File: config.mk
export PLATFORM = sky130hd
export DESIGN_NAME = simon_iter_core
export DESIGN_NICKNAME = d
export VERILOG_FILES = /design/src/rtl/simon_pkg.sv /design/src/rtl/simon_round.sv /design/src/rtl/simon_iter_core.sv
export SDC_FILE = /design/constraint.sdc
export NUM_CORES = 1
export LEC_CHECK = 0
export CAP_MARGIN = 5
export CORE_ASPECT_RATIO = 0.75
export CORE_UTILIZATION = 49
export CTS_CLUSTER_DIAMETER = 80
export DETAILED_ROUTE_END_ITERATION = 10
export GPL_ROUTABILITY_DRIVEN = 0
export HOLD_SLACK_MARGIN = 0.02
export PLACE_DENSITY = 0.76
export SLEW_MARGIN = 25
export SYNTH_ARGS = -nofsm -noshare
export SYNTH_HDL_FRONTEND = slang
export SYNTH_HIERARCHICAL = 1
export SYNTH_SLANG_ARGS = --single-unit
File: constraint.sdc
create_clock -name clk -period 2 [get_ports clk]
set_input_delay 0.4 -clock clk [delete_from_list [all_inputs] [get_ports clk]]
set_output_delay 0.4 -clock clk [all_outputs]
set_load 0.05 [all_outputs]
File: src/rtl/simon_pkg.sv
// Shared types and word helpers for the iterative Simon core.
// Helpers work on 64-bit containers with an explicit word width n (n <= 64).
package simon_pkg;

  typedef enum logic [1:0] {
    IDLE   = 2'd0,
    KEYFWD = 2'd1,
    RUN    = 2'd2,
    DONE   = 2'd3
  } state_t;

  // z_J sequences; bit [61] is element 0.
  localparam logic [61:0] Z_SEQ [5] = '{
    62'b11111010001001010110000111001101111101000100101011000011100110,
    62'b10001110111110010011000010110101000111011111001001100001011010,
    62'b10101111011100000011010010011000101000010001111110010110110011,
    62'b11011011101011000110010111100000010010001010011100110100001111,
    62'b11010001111001101011011000100000010111000011001010010011101111
  };

  function automatic logic z_bit(input logic [61:0] z, input logic [5:0] idx);
    return z[6'd61 - idx];
  endfunction

  function automatic logic [63:0] simon_rol(input logic [63:0] x, input int unsigned s,
                                            input int unsigned n);
    logic [63:0] mask;
    mask = (n >= 32'd64) ? {64{1'b1}} : ((64'd1 << n) - 64'd1);
    return ((x << s) | (x >> (n - s))) & mask;
  endfunction

  function automatic logic [63:0] simon_ror(input logic [63:0] x, input int unsigned s,
                                            input int unsigned n);
    return simon_rol(x, n - s, n);
  endfunction

  function automatic logic [63:0] simon_f(input logic [63:0] x, input int unsigned n);
    return (simon_rol(x, 32'd1, n) & simon_rol(x, 32'd8, n)) ^ simon_rol(x, 32'd2, n);
  endfunction

endpackage

File: src/rtl/simon_round.sv
// Combinational Simon round: forward (inv_i=0) or inverse (inv_i=1) Feistel step.
module simon_round
  import simon_pkg::*;
#(
  parameter int N = 16
) (
  input  logic [N-1:0] x_i,
  input  logic [N-1:0] y_i,
  input  logic [N-1:0] k_i,
  input  logic         inv_i,
  output logic [N-1:0] x_o,
  output logic [N-1:0] y_o
);

  logic [N-1:0] fx_s;
  logic [N-1:0] fy_s;

  assign fx_s = N'(simon_f(64'(x_i), N));
  assign fy_s = N'(simon_f(64'(y_i), N));

  assign x_o = inv_i ? y_i : (y_i ^ fx_s ^ k_i);
  assign y_o = inv_i ? (x_i ^ fy_s ^ k_i) : x_i;

endmodule

File: src/rtl/simon_iter_core.sv
// Iterative Simon block cipher core: one round per clock, key expanded on the fly.
// Optional macro SIMON_DECRYPT_EN adds in_decrypt and the KEYFWD + inverse-round path.
module simon_iter_core
  import simon_pkg::*;
#(
  parameter int N = 16,
  parameter int M = 4,
  parameter int T = 32,
  parameter int J = 0
) (
  input  logic           clk,
  input  logic           rst_n,
  input  logic           in_valid,
  output logic           in_ready,
  input  logic [N-1:0]   in_high,
  input  logic [N-1:0]   in_low,
  input  logic [M*N-1:0] in_key,
`ifdef SIMON_DECRYPT_EN
  input  logic           in_decrypt,
`endif
  output logic           out_valid,
  input  logic           out_ready,
  output logic [N-1:0]   out_high,
  output logic [N-1:0]   out_low,
  output logic           busy
);

  localparam int RW = $clog2(T + 1);
  localparam logic [RW-1:0] RUN_LAST = RW'(T - 1);
`ifdef SIMON_DECRYPT_EN
  localparam logic [RW-1:0] KF_LAST = RW'(T - M - 1);
`endif
  localparam logic [61:0]  ZJ = Z_SEQ[J];
  localparam logic [N-1:0] C3 = {{(N-2){1'b0}}, 2'b11};

  state_t                 state_q;
  logic [RW-1:0]          rnd_q;
  logic [5:0]             z_q;
  logic [N-1:0]           x_q, y_q, out_x_q, out_y_q;
  logic [M-1:0][N-1:0]    win_q;
  logic                   in_ready_q, out_valid_q, busy_q;
  logic                   dec_s;

  logic [N-1:0]           zv_s, tf_s, nf_s, tb_s, nb_s, rk_s, rx_s, ry_s;
  logic [M-1:0][N-1:0]    win_fwd_s, win_bwd_s;
  logic [5:0]             z_inc_s, z_dec_s;

`ifdef SIMON_DECRYPT_EN
  logic dec_q;
  assign dec_s = dec_q;
`else
  assign dec_s = 1'b0;
`endif

  // Forward step yields k[i+M] from window k[i..i+M-1]; backward step yields k[i] from k[i+1..i+M].
  assign zv_s      = {{(N-1){1'b0}}, z_bit(ZJ, z_q)};
  assign tf_s      = N'(simon_ror(64'(win_q[M-1]), 32'd3, N)) ^ ((M == 4) ? win_q[1] : {N{1'b0}});
  assign nf_s      = ~win_q[0] ^ tf_s ^ N'(simon_ror(64'(tf_s), 32'd1, N)) ^ zv_s ^ C3;
  assign tb_s      = N'(simon_ror(64'(win_q[M-2]), 32'd3, N)) ^ ((M == 4) ? win_q[0] : {N{1'b0}});
  assign nb_s      = ~win_q[M-1] ^ tb_s ^ N'(simon_ror(64'(tb_s), 32'd1, N)) ^ zv_s ^ C3;
  assign win_fwd_s = {nf_s, win_q[M-1:1]};
  assign win_bwd_s = {win_q[M-2:0], nb_s};
  assign z_inc_s   = (z_q == 6'd61) ? 6'd0 : z_q + 6'd1;
  assign z_dec_s   = (z_q == 6'd0) ? 6'd61 : z_q - 6'd1;
  assign rk_s      = dec_s ? win_q[M-1] : win_q[0];

  simon_round #(.N(N)) u_round (
    .x_i   (x_q),
    .y_i   (y_q),
    .k_i   (rk_s),
    .inv_i (dec_s),
    .x_o   (rx_s),
    .y_o   (ry_s)
  );

  always_ff @(posedge clk or negedge rst_n) begin
    if (!rst_n) begin
      state_q     <= IDLE;
      rnd_q       <= {RW{1'b0}};
      z_q         <= 6'd0;
      x_q         <= {N{1'b0}};
      y_q         <= {N{1'b0}};
      win_q       <= {(M*N){1'b0}};
      out_x_q     <= {N{1'b0}};
      out_y_q     <= {N{1'b0}};
      in_ready_q  <= 1'b1;
      out_valid_q <= 1'b0;
      busy_q      <= 1'b0;
`ifdef SIMON_DECRYPT_EN
      dec_q       <= 1'b0;
`endif
    end else begin
      case (state_q)
        IDLE: begin
          if (in_valid) begin
            x_q        <= in_high;
            y_q        <= in_low;
            win_q      <= in_key;
            rnd_q      <= {RW{1'b0}};
            z_q        <= 6'd0;
            in_ready_q <= 1'b0;
            busy_q     <= 1'b1;
`ifdef SIMON_DECRYPT_EN
            dec_q      <= in_decrypt;
            state_q    <= in_decrypt ? KEYFWD : RUN;
`else
            state_q    <= RUN;
`endif
          end
        end
`ifdef SIMON_DECRYPT_EN
        // z is left on T-M-1 at the end so the backward schedule starts on the right index.
        KEYFWD: begin
          win_q <= win_fwd_s;
          if (rnd_q == KF_LAST) begin
            rnd_q   <= {RW{1'b0}};
            state_q <= RUN;
          end else begin
            rnd_q <= rnd_q + RW'(1'b1);
            z_q   <= z_inc_s;
          end
        end
`endif
        RUN: begin
          x_q   <= rx_s;
          y_q   <= ry_s;
          win_q <= dec_s ? win_bwd_s : win_fwd_s;
          z_q   <= dec_s ? z_dec_s : z_inc_s;
          if (rnd_q == RUN_LAST) begin
            state_q     <= DONE;
            out_x_q     <= rx_s;
            out_y_q     <= ry_s;
            out_valid_q <= 1'b1;
          end else begin
            rnd_q <= rnd_q + RW'(1'b1);
          end
        end
        DONE: begin
          if (out_ready) begin
            state_q     <= IDLE;
            out_valid_q <= 1'b0;
            in_ready_q  <= 1'b1;
            busy_q      <= 1'b0;
          end
        end
        default: begin
          state_q     <= IDLE;
          out_valid_q <= 1'b0;
          in_ready_q  <= 1'b1;
          busy_q      <= 1'b0;
        end
      endcase
    end
  end

  assign in_ready  = in_ready_q;
  assign out_valid = out_valid_q;
  assign out_high  = out_x_q;
  assign out_low   = out_y_q;
  assign busy      = busy_q;

endmodule

# After elaboration in Yosys (flattened, before gate mapping)

Memory sizes are Yosys's and may differ from the RTL's.
Index checks and enable logic that the tools add are counted.

Add/sub/neg operators: 3
$lt $le $gt $ge: 1
Eq/ne operators: 8
Mux-type cells: 24
Bitwise logic cells: 17
Reductions and logical operators: 8

Operators with widths:

| cell                                                       | number |
|---|---|
| one-hot mux 64 bit (2 select lines)                        | 1 |
| bitwise XOR 16 bit                                         | 6 |
| two-way mux 64 bit                                         | 1 |
| one-hot mux 16 bit (2 select lines)                        | 2 |
| two-way mux 16 bit                                         | 2 |
| one-hot mux 6 bit (2 select lines)                         | 2 |
| two-way mux 6 bit                                          | 3 |
| bitwise AND 16 bit                                         | 1 |
| inverter 16 bit                                            | 1 |
| bitwise OR 16 x 1 -> 16 bit                                | 1 |
| bitwise OR 16 x 13 -> 16 bit                               | 1 |
| bitwise OR 16 x 15 -> 16 bit                               | 1 |
| bitwise OR 16 x 2 -> 16 bit                                | 1 |
| bitwise OR 16 x 8 -> 16 bit                                | 1 |
| bitwise XOR 16 x 1 -> 16 bit                               | 1 |
| adder 6 x 1 -> 6 bit, second input constant                | 2 |
| AND reduction 3 bit                                        | 4 |
| one-hot mux 1 bit (3 select lines)                         | 3 |
| inequality test 2 bit, second input constant               | 4 |
| less-than comparator 6 x 7 -> 1 bit, second input constant | 1 |
| equality test 6 x 5 -> 1 bit, second input constant        | 1 |
| equality test 6 bit, second input constant                 | 1 |
| two-way mux 1 bit                                          | 6 |
| two-way mux 2 bit                                          | 3 |
| 8 further kinds                                            | 11 |

Bits in registers: 145
Bits in read-only memories: 64
Input port bits: 100
Output and inout bits: 35
Logic and storage cells: 76
Memories kept: 1

Memory list:

| name             | depth | width | read ports | clocked after Yosys merged registers in | wr ports | line            | source |
|---|---|---|---|---|---|---|---|
| (name not given) | 64    | 1     | 1          | 0                                       | 0        | simon_pkg.sv:22 | `return z[6'd61 - idx];` |

# Logic depth before layout (Yosys ltp)

Word-level depth: 7
Mapped depth: 9
Mapped depth without buffers: 8

# Cells and area by module

The synthesis kept the hierarchy.

Modules (own cells, without submodules):

| module          | times used | cells each | area an instance (um2) | seq. area each (um2) |
|---|---|---|---|---|
| simon_iter_core | 1          | 663        | 7079.3                 | 3629.7 |
| simon_round     | 1          | 167        | 1377.6                 | 0.0 |

# Worst setup path after synthesis

No wires, ideal clock.

Path kind: register to register
From: register z_q[1]
To: register win_q (netlist bit win_fwd_s[32])
Arrival: 2.052 ns
Required time: 1.867 ns
Slack: -0.185 ns
Cell stages (with the launch flop): 8
Buffers on the path: 0
Period minus slack after synthesis: 2.185 ns
Cells stage by stage: dfrtp_1 inv_1 ha_1 mux4_1 a21o_1 o22ai_1 xor2_1 o31ai_2

Cells in the longest elaborated chain, start to end: 6

Ends and longest elaborated chain:

| element                                 | line                   | source |
|---|---|---|
| start: declaration                      | simon_iter_core.sv:38  | `logic [5:0] z_q;` |
| start signal: assignment                | simon_iter_core.sv:128 | `z_q <= dec_s ? z_dec_s : z_inc_s;` |
| subtractor 6 bit                        | simon_pkg.sv:22        |  |
| memory (64 x 1 bit)                     | --                     |  |
| two-way mux 1 bit (implied by the code) | simon_pkg.sv:22        |  |
| bitwise XOR 16 x 1 -> 16 bit            | simon_iter_core.sv:58  | `assign nf_s = ~win_q[0] ^ tf_s ^ N'(simon_ror(64'(tf_s), 32'd1, N)) ^ zv_s ^ C3;` |
| inverter 2 bit (no source line)         | --                     |  |
| one-hot mux 64 bit (2 select lines)     | simon_iter_core.sv:93  | `case (state_q)` |
| end signal: assignment                  | simon_iter_core.sv:83  | `win_q <= {(M*N){1'b0}};` |
| end signal: assignment                  | simon_iter_core.sv:98  | `win_q <= in_key;` |
| end signal: assignment                  | simon_iter_core.sv:127 | `win_q <= dec_s ? win_bwd_s : win_fwd_s;` |
| end: declaration                        | simon_iter_core.sv:40  | `logic [M-1:0][N-1:0] win_q;` |

No other way between the ends. The select of a mux whose other input is x is not followed.
A chain may end at the register's enable or synchronous reset.

# Final worst setup path

Ends and elaborated chain as after synthesis.

==> key figures <==
Clocking
  – Worst-skew pair later-pin latency: between 0.4 and 0.5 ns
  – Maximum buffer depth of the clock tree: 2
  – CTS tree: done
  – H-tree lvl count: 4
  – Sink Count: approximately 150
  – CTS Buf Count: 17
  – Root Driver: clkbuf_16
  – Worst-path clk slew: 0.06 ns

Routing
  – Detail Route Antenna Nets: 0
  – # DRC: 0
  – Number of vias per cell: 5.55
  – DRT iter0 DRCs: 500
  – DRT Pass-1 Iters: 6
  – WL final: roughly 23000 um
  – Vias: 6699
  – Drt wl/cell: roughly 19 um

Power and ir drop
  – Combinational share of power: between 50 and 60%
  – Sequential power share: 29.3%
  – Pwr Density: 2000 mW/mm^2
  – Total net switching power: 0.00963 W
  – Highest ir drop seen on vdd: just under 0.9 mV
  – Sw Share: a little over two fifths
  – Int Pwr: 0.0124 W
  – Clock share of power: between 15 and 20%
  – Lkg Pwr: roughly 5 nW

STA
  – Clock Skew: roughly 0.0065 ns
  – Final worst-path cycle share: 101%
  – RSZ-0062 raised after global routing: yes
  – Fin Setup TNS: -0.0182 ns
  – Relative max-transition margin: 65.9%
  – # setup viols final: 1
  – Final min period: 2.02 ns
  – Final Hold Vio Count: 0
  – Fmax: 0.496 GHz
  – Least-Margin Pin Slew: 0.511 ns
  – Fin worst setup slack: -0.0182 ns
  – Fin. max-slew vios: 0

Critical path
  – CP Max Fanout: 5
  – Critical Path End Type: register
  – Critical Path RT: 2.34 ns
  – Worst reg2reg path depth: 7
  – CP arrival: ~2.4 ns
  – Worst Setup Start Kind: register
  – Kind of critical path: register to register

Logic synthesis
  – Cell taking the most area after synthesis: dfrtp_1
  – Ys async rst share: 100%
  – Synthesized cell area: approximately 0.0085 mm^2
  – Sequential-to-total area share from yosys stat: 42.9%
  – Syn nets: 940
  – Synth Register Bits: 145
  – Avg Cell Area, Syn: 10.2 um^2
  – Area share of the largest cell type after synthesis: 42.6%
  – Yosys cell types: 43
  – Most frequent cell after synthesis: dfrtp_1
  – Post-synth EDFFs: 0
  – Total number of yosys warnings: 6
  – Ys flop type: dfrtp_1
  – Dominant cells by area after synthesis: dfrtp_1 43%, mux2i_1 13%, xnor2_1 11%
  – Post-synth top cells: 144 x dfrtp_1, 112 x mux2i_1, 106 x nand2_1, 106 x o21ai_0, 103 x xnor2_1
  – Post-Synthesis Cells: 830

Outcome
  – Failing checks: negative setup slack
  – Status: finished with violations

Placement
  – Post-DP Area: just over 0.01 mm^2
  – Detailed placement HPWL: 16500 um
  – IO buf count: 134

Hold path
  – Worst hold-check path type: primary input to async pin

Layout
  – Register area: between 0.003 and 0.004 mm^2
  – Multi-input logic area: 0.00458 mm^2
  – Ant diodes: 0
  – Number of fill cells: ~1300
  – Cell area after layout: around 0.011 mm^2
  – Area grow syn2layout: 30.0%
  – Nets: about 1100
  – Share of cells above drive strength 1: 13.4%

Global routing
  – Tot GR Track Use: between 20% and 30%
  – Grt total ovfl: 0
  – Number of global-route vias before repair: 6597
  – Largest net degree at the start of global routing: 65
  – Global-route wire length before repair: 36200 um
  – Initial antenna violation count: 0

Floorplanning
  – Core area: 0.0168 mm^2
  – Total die area: 0.0178 mm^2
  – Ports: 135
  – Starting Density: between 50% and 60%
  – DIE HEIGHT: ~120 um
  – Chip Width: 154 um
  – Cell Rows: 41

Run
  – Max Cap Viol: 0
[path summary, 6_finish.rpt]
path / from / slack (ns) / endpoint
worst max-delay path: z_q[1] / -0.02 / win_fwd_s[32]
worst min-delay path: rst_n / 0.48 / out_high[12]
worst max register to register: z_q[1] / -0.02 / win_fwd_s[32]
worst min register to register: win_bwd_s[56] / 0.48 / win_bwd_s[56]
max in group asynchronous: rst_n / 0.89 / in_ready
min in group clk: win_bwd_s[56] / 0.48 / win_bwd_s[56]
[state kept, by name (all words and copies together), names as in the netlist, 2 cells and up]
| register | count |
|---|---|
| win_bwd_s | 32 |
| out_high | 16 |
| rnd_q | 6 |
| z_q | 6 |
| state_q | 2 |
| x_q | 16 |
| rk_s | 16 |
| win_fwd_s | 16 |
| y_q | 16 |
| out_low | 16 |
[metrics by stage]
step	hold slack, ns	setup WS, ns	util (%)	std cells	total power, W
6_report	0.479	-0.0182	65.4	1206	0.0220
5_1_grt	0.516	-0.108	65.4	1206	0.0236
4_1_cts	0.485	-0.00822	64.9	1204	0.0218
3_5_place_dp	0.385	-0.000884	61.1	1171	0.0183
3_3_place_gp	0.385	0.0174	61.1	1171	0.0179
2_1_floorplan	0.104	-0.0122	-	830	0.0147
[per-layer routing]
metal / global-route usage [%] / up-vias / wire length (um)
li1: - / 3176 / -
met1: 40.7 / 3248 / 11100
met2: 38.9 / 240 / 9530
met3: 5.09 / 35 / 1520
met4: 9.07 / 0 / 503
met5: 0 / - / 0
[worst max-delay path: stages, from the launching register on]
cell and delay (ns):
dfrtp_1 0.41, inv_2 0.09, ha_4 0.30, mux4_1 0.54, o21ai_1 0.17, o22ai_2 0.08
xor2_1 0.17, o31ai_2 0.17
[power groups by stage]
stage	Clock [W]	Combinational, W	Sequential [W]
6_report	0.00340	0.0122	0.00646
3_3_place_gp	0	0.0115	0.00635
4_1_cts	0.00344	0.0120	0.00639
3_5_place_dp	0	0.0119	0.00641
2_1_floorplan	0	0.00794	0.00674
5_1_grt	0.00357	0.0134	0.00664
[area by class of cell]
cell class	count	area share [%]
Clock inverter	11	1.38
Timing Repair Buffer	180	16.9
Multi-Input combinational cell	627	41.7
Clock buffer	21	4.37
Inverter	7	0.239
Sequential cell	145	33.0
Tap cell	215	2.45
[cells by family after synthesis]
| logic type | synth area share [%] |
|---|---|
| mux | 18.1 |
| compound gates | 11.2 |
| other cells | 0.0443 |
| buf+inv | 3.43 |
| fa+ha+maj | 1.48 |
| simple gates | 10.3 |
| xor+xnor | 12.4 |
| flops | 42.9 |
[timing repair]
| action | in CTS | in global routing |
|---|---|---|
| pin swaps | 2 | 4 |
| setup endpoints to repair | 9 | 51 |
| resized for setup | 9 | 23 |
| hold endpoints to repair | 43 | 0 |
| setup buffers | 0 | 2 |
| hold buffers | 1 | 0 |
[placed cells by master (no fill, tap or decap), types with 18 or more instances in the layout]
| master | count |
|---|---|
| a21oi_1 | 21 |
| nand2_1 | 106 |
| clkdlybuf4s50_1 | 98 |
| xnor2_1 | 103 |
| o21ai_0 | 105 |
| dlymetal6s2s_1 | 18 |
| mux2_2 | 32 |
| dfrtp_1 | 144 |
| buf_4 | 41 |
| mux2i_1 | 112 |
Power figures use the tool's default switching activity.
==> edit: new RTL, config.mk and constraints unchanged <==
Register the input `in_key` before use. The logic sees it one clock later. The other inputs are not delayed to match.
--- a/src/rtl/simon_iter_core.sv
+++ b/src/rtl/simon_iter_core.sv
@@ -33,4 +33,10 @@
   localparam logic [61:0]  ZJ = Z_SEQ[J];
   localparam logic [N-1:0] C3 = {{(N-2){1'b0}}, 2'b11};
+
+  logic [M*N-1:0] in_key_q;
+
+  always_ff @(posedge clk) begin
+    in_key_q <= in_key;
+  end
 
   state_t                 state_q;
@@ -96,5 +102,5 @@
             x_q        <= in_high;
             y_q        <= in_low;
-            win_q      <= in_key;
+            win_q      <= in_key_q;
             rnd_q      <= {RW{1'b0}};
             z_q        <= 6'd0;
Behaviour: same outputs for any inputs over 10 cycles, from zero or initial values and one cycle with rst_n low; that may be too few to reach the edited logic, so the function may still have changed.
==> edit against the original RTL <==
The run still ends with negative setup slack left; wire length grew 2.6%; via count is 4.0% higher; sequential share of layout area is 7.0 points higher; total power increased by 11%; sequential cell count grew 64; sequential power rose by 22%; setup slack got worse by 0.025 ns; clock skew increased by 0.012 ns; cell count rose by 7.6%; cell area rose by 12%; area after synthesis grew 15%; critical path type unchanged; largest power group unchanged.
==> edit: results (changes against the original RTL) <==
status:
  status: "complete, but fails checks"
  violations: "negative setup slack"
sta:
  finalSetupTns_ns: -0.0429  # -0.0248 ns
  setup_violations: 1  # unchanged
  tightest_slew_ns: 0.498  # -0.0139 ns
  layout_setup_ws_ns: -0.0429  # -0.0248 ns
global_routing:
  grt_start_max_net_pins: 83  # +28%
  grt_pass1_wl_um: 37100  # +2.4%
  gr-usage-all-layers_pct: 23.2  # -3.8 points
critical_path:
  max_stage_delay_ns: 0.51  # -0.03 ns
  critPathSlowestCell: "mux4_2"
  arrival_ns: 2.44  # +0.08 ns
route:
  drt_wl_total_um: 23200  # +2.6%
  avgViaCountPerCell: 5.37  # -3.3%
  drt-initial-drc-count: 553  # +11%
synth:
  netlist_area_sq_mm: 0.00976  # +15%
  yosys-top-cells-area: "dfrtp_1 37%, dfxtp_1 13%, mux2i_1 12%"
  synth.distinct_cells: 47  # +9.3%
  muxShareOfSynthArea_pct: 15.9  # -2.2 points
  synth_common_cells: "144 x dfrtp_1, 114 x mux2i_1, 108 x o21ai_0"
placed_design:
  dp_hpwl_um: 16700  # +0.97%
clocking:
  cts-htree-levels: 1  # -3
  clk_latency_ns: 0.50  # +0.07 ns
  cts_buffer_depth: 3  # +1
power:
  p_leak_nw: 5.33  # +6.4%
finish:
  drive_gt1_share_pct: 12.9  # -0.50 points
## edit: final cells by class
cell class | count | area (sq um) | area share (%)
Sequential cell | 209 | 4910 | 40.0
Timing Repair Buffer | 167 | 1660 | 13.5
Tap cell | 253 | 317 | 2.58
Clock inverter | 8 | 108 | 0.876
Inverter | 9 | 36.3 | 0.295
Clock buffer | 30 | 642 | 5.23
Multi-Input combinational cell | 622 | 4610 | 37.5
## edit: worst max-delay path by stage
stage | from | end | slack, ns | cells after the start
3_3_place_gp | z_q[1] | win_fwd_s[32] | 0.02 | 7
4_1_cts | z_q[1] | win_fwd_s[32] | -0.08 | 7
3_5_place_dp | z_q[1] | win_fwd_s[32] | -0.09 | 7
5_1_grt | z_q[1] | win_fwd_s[32] | -0.14 | 7
6_report | z_q[1] | win_fwd_s[32] | -0.04 | 7
2_1_floorplan | z_q[1] | win_fwd_s[32] | -0.01 | 8
## edit: layer usage
layer / wire length (um) / vias to the layer above / track usage, %
li1: - / 3341 / -
met1: 11500 / 3393 / 36.5
met2: 9920 / 214 / 33.6
met3: 1520 / 22 / 3.50
met4: 323 / 0 / 4.43
met5: 0 / - / 0
## edit: stage by stage
| stage | cells | util [%] |
|---|---|---|
| floorplan | 890 | - |
| global placement | 1257 | 59.1 |
| detailed placement | 1257 | 59.1 |
| CTS | 1296 | 62.9 |
| global route | 1298 | 63.2 |
| finish | 1298 | 63.2 |
## edit: power breakdown
group          switching [W]  internal, W  leakage, nW
clock                0.00167      0.00251        0.354
combinational        0.00653      0.00580         2.70
sequential           0.00198      0.00588         2.28
total                 0.0102       0.0142         5.33
## edit: what timing repair did
item	CTS	global route
gates resized for setup	17	5
setup buffers	0	2
pin swaps	0	2
endpoints found under the hold margin	33	0
setup endpoints to repair	17	1
hold buffers	1	0
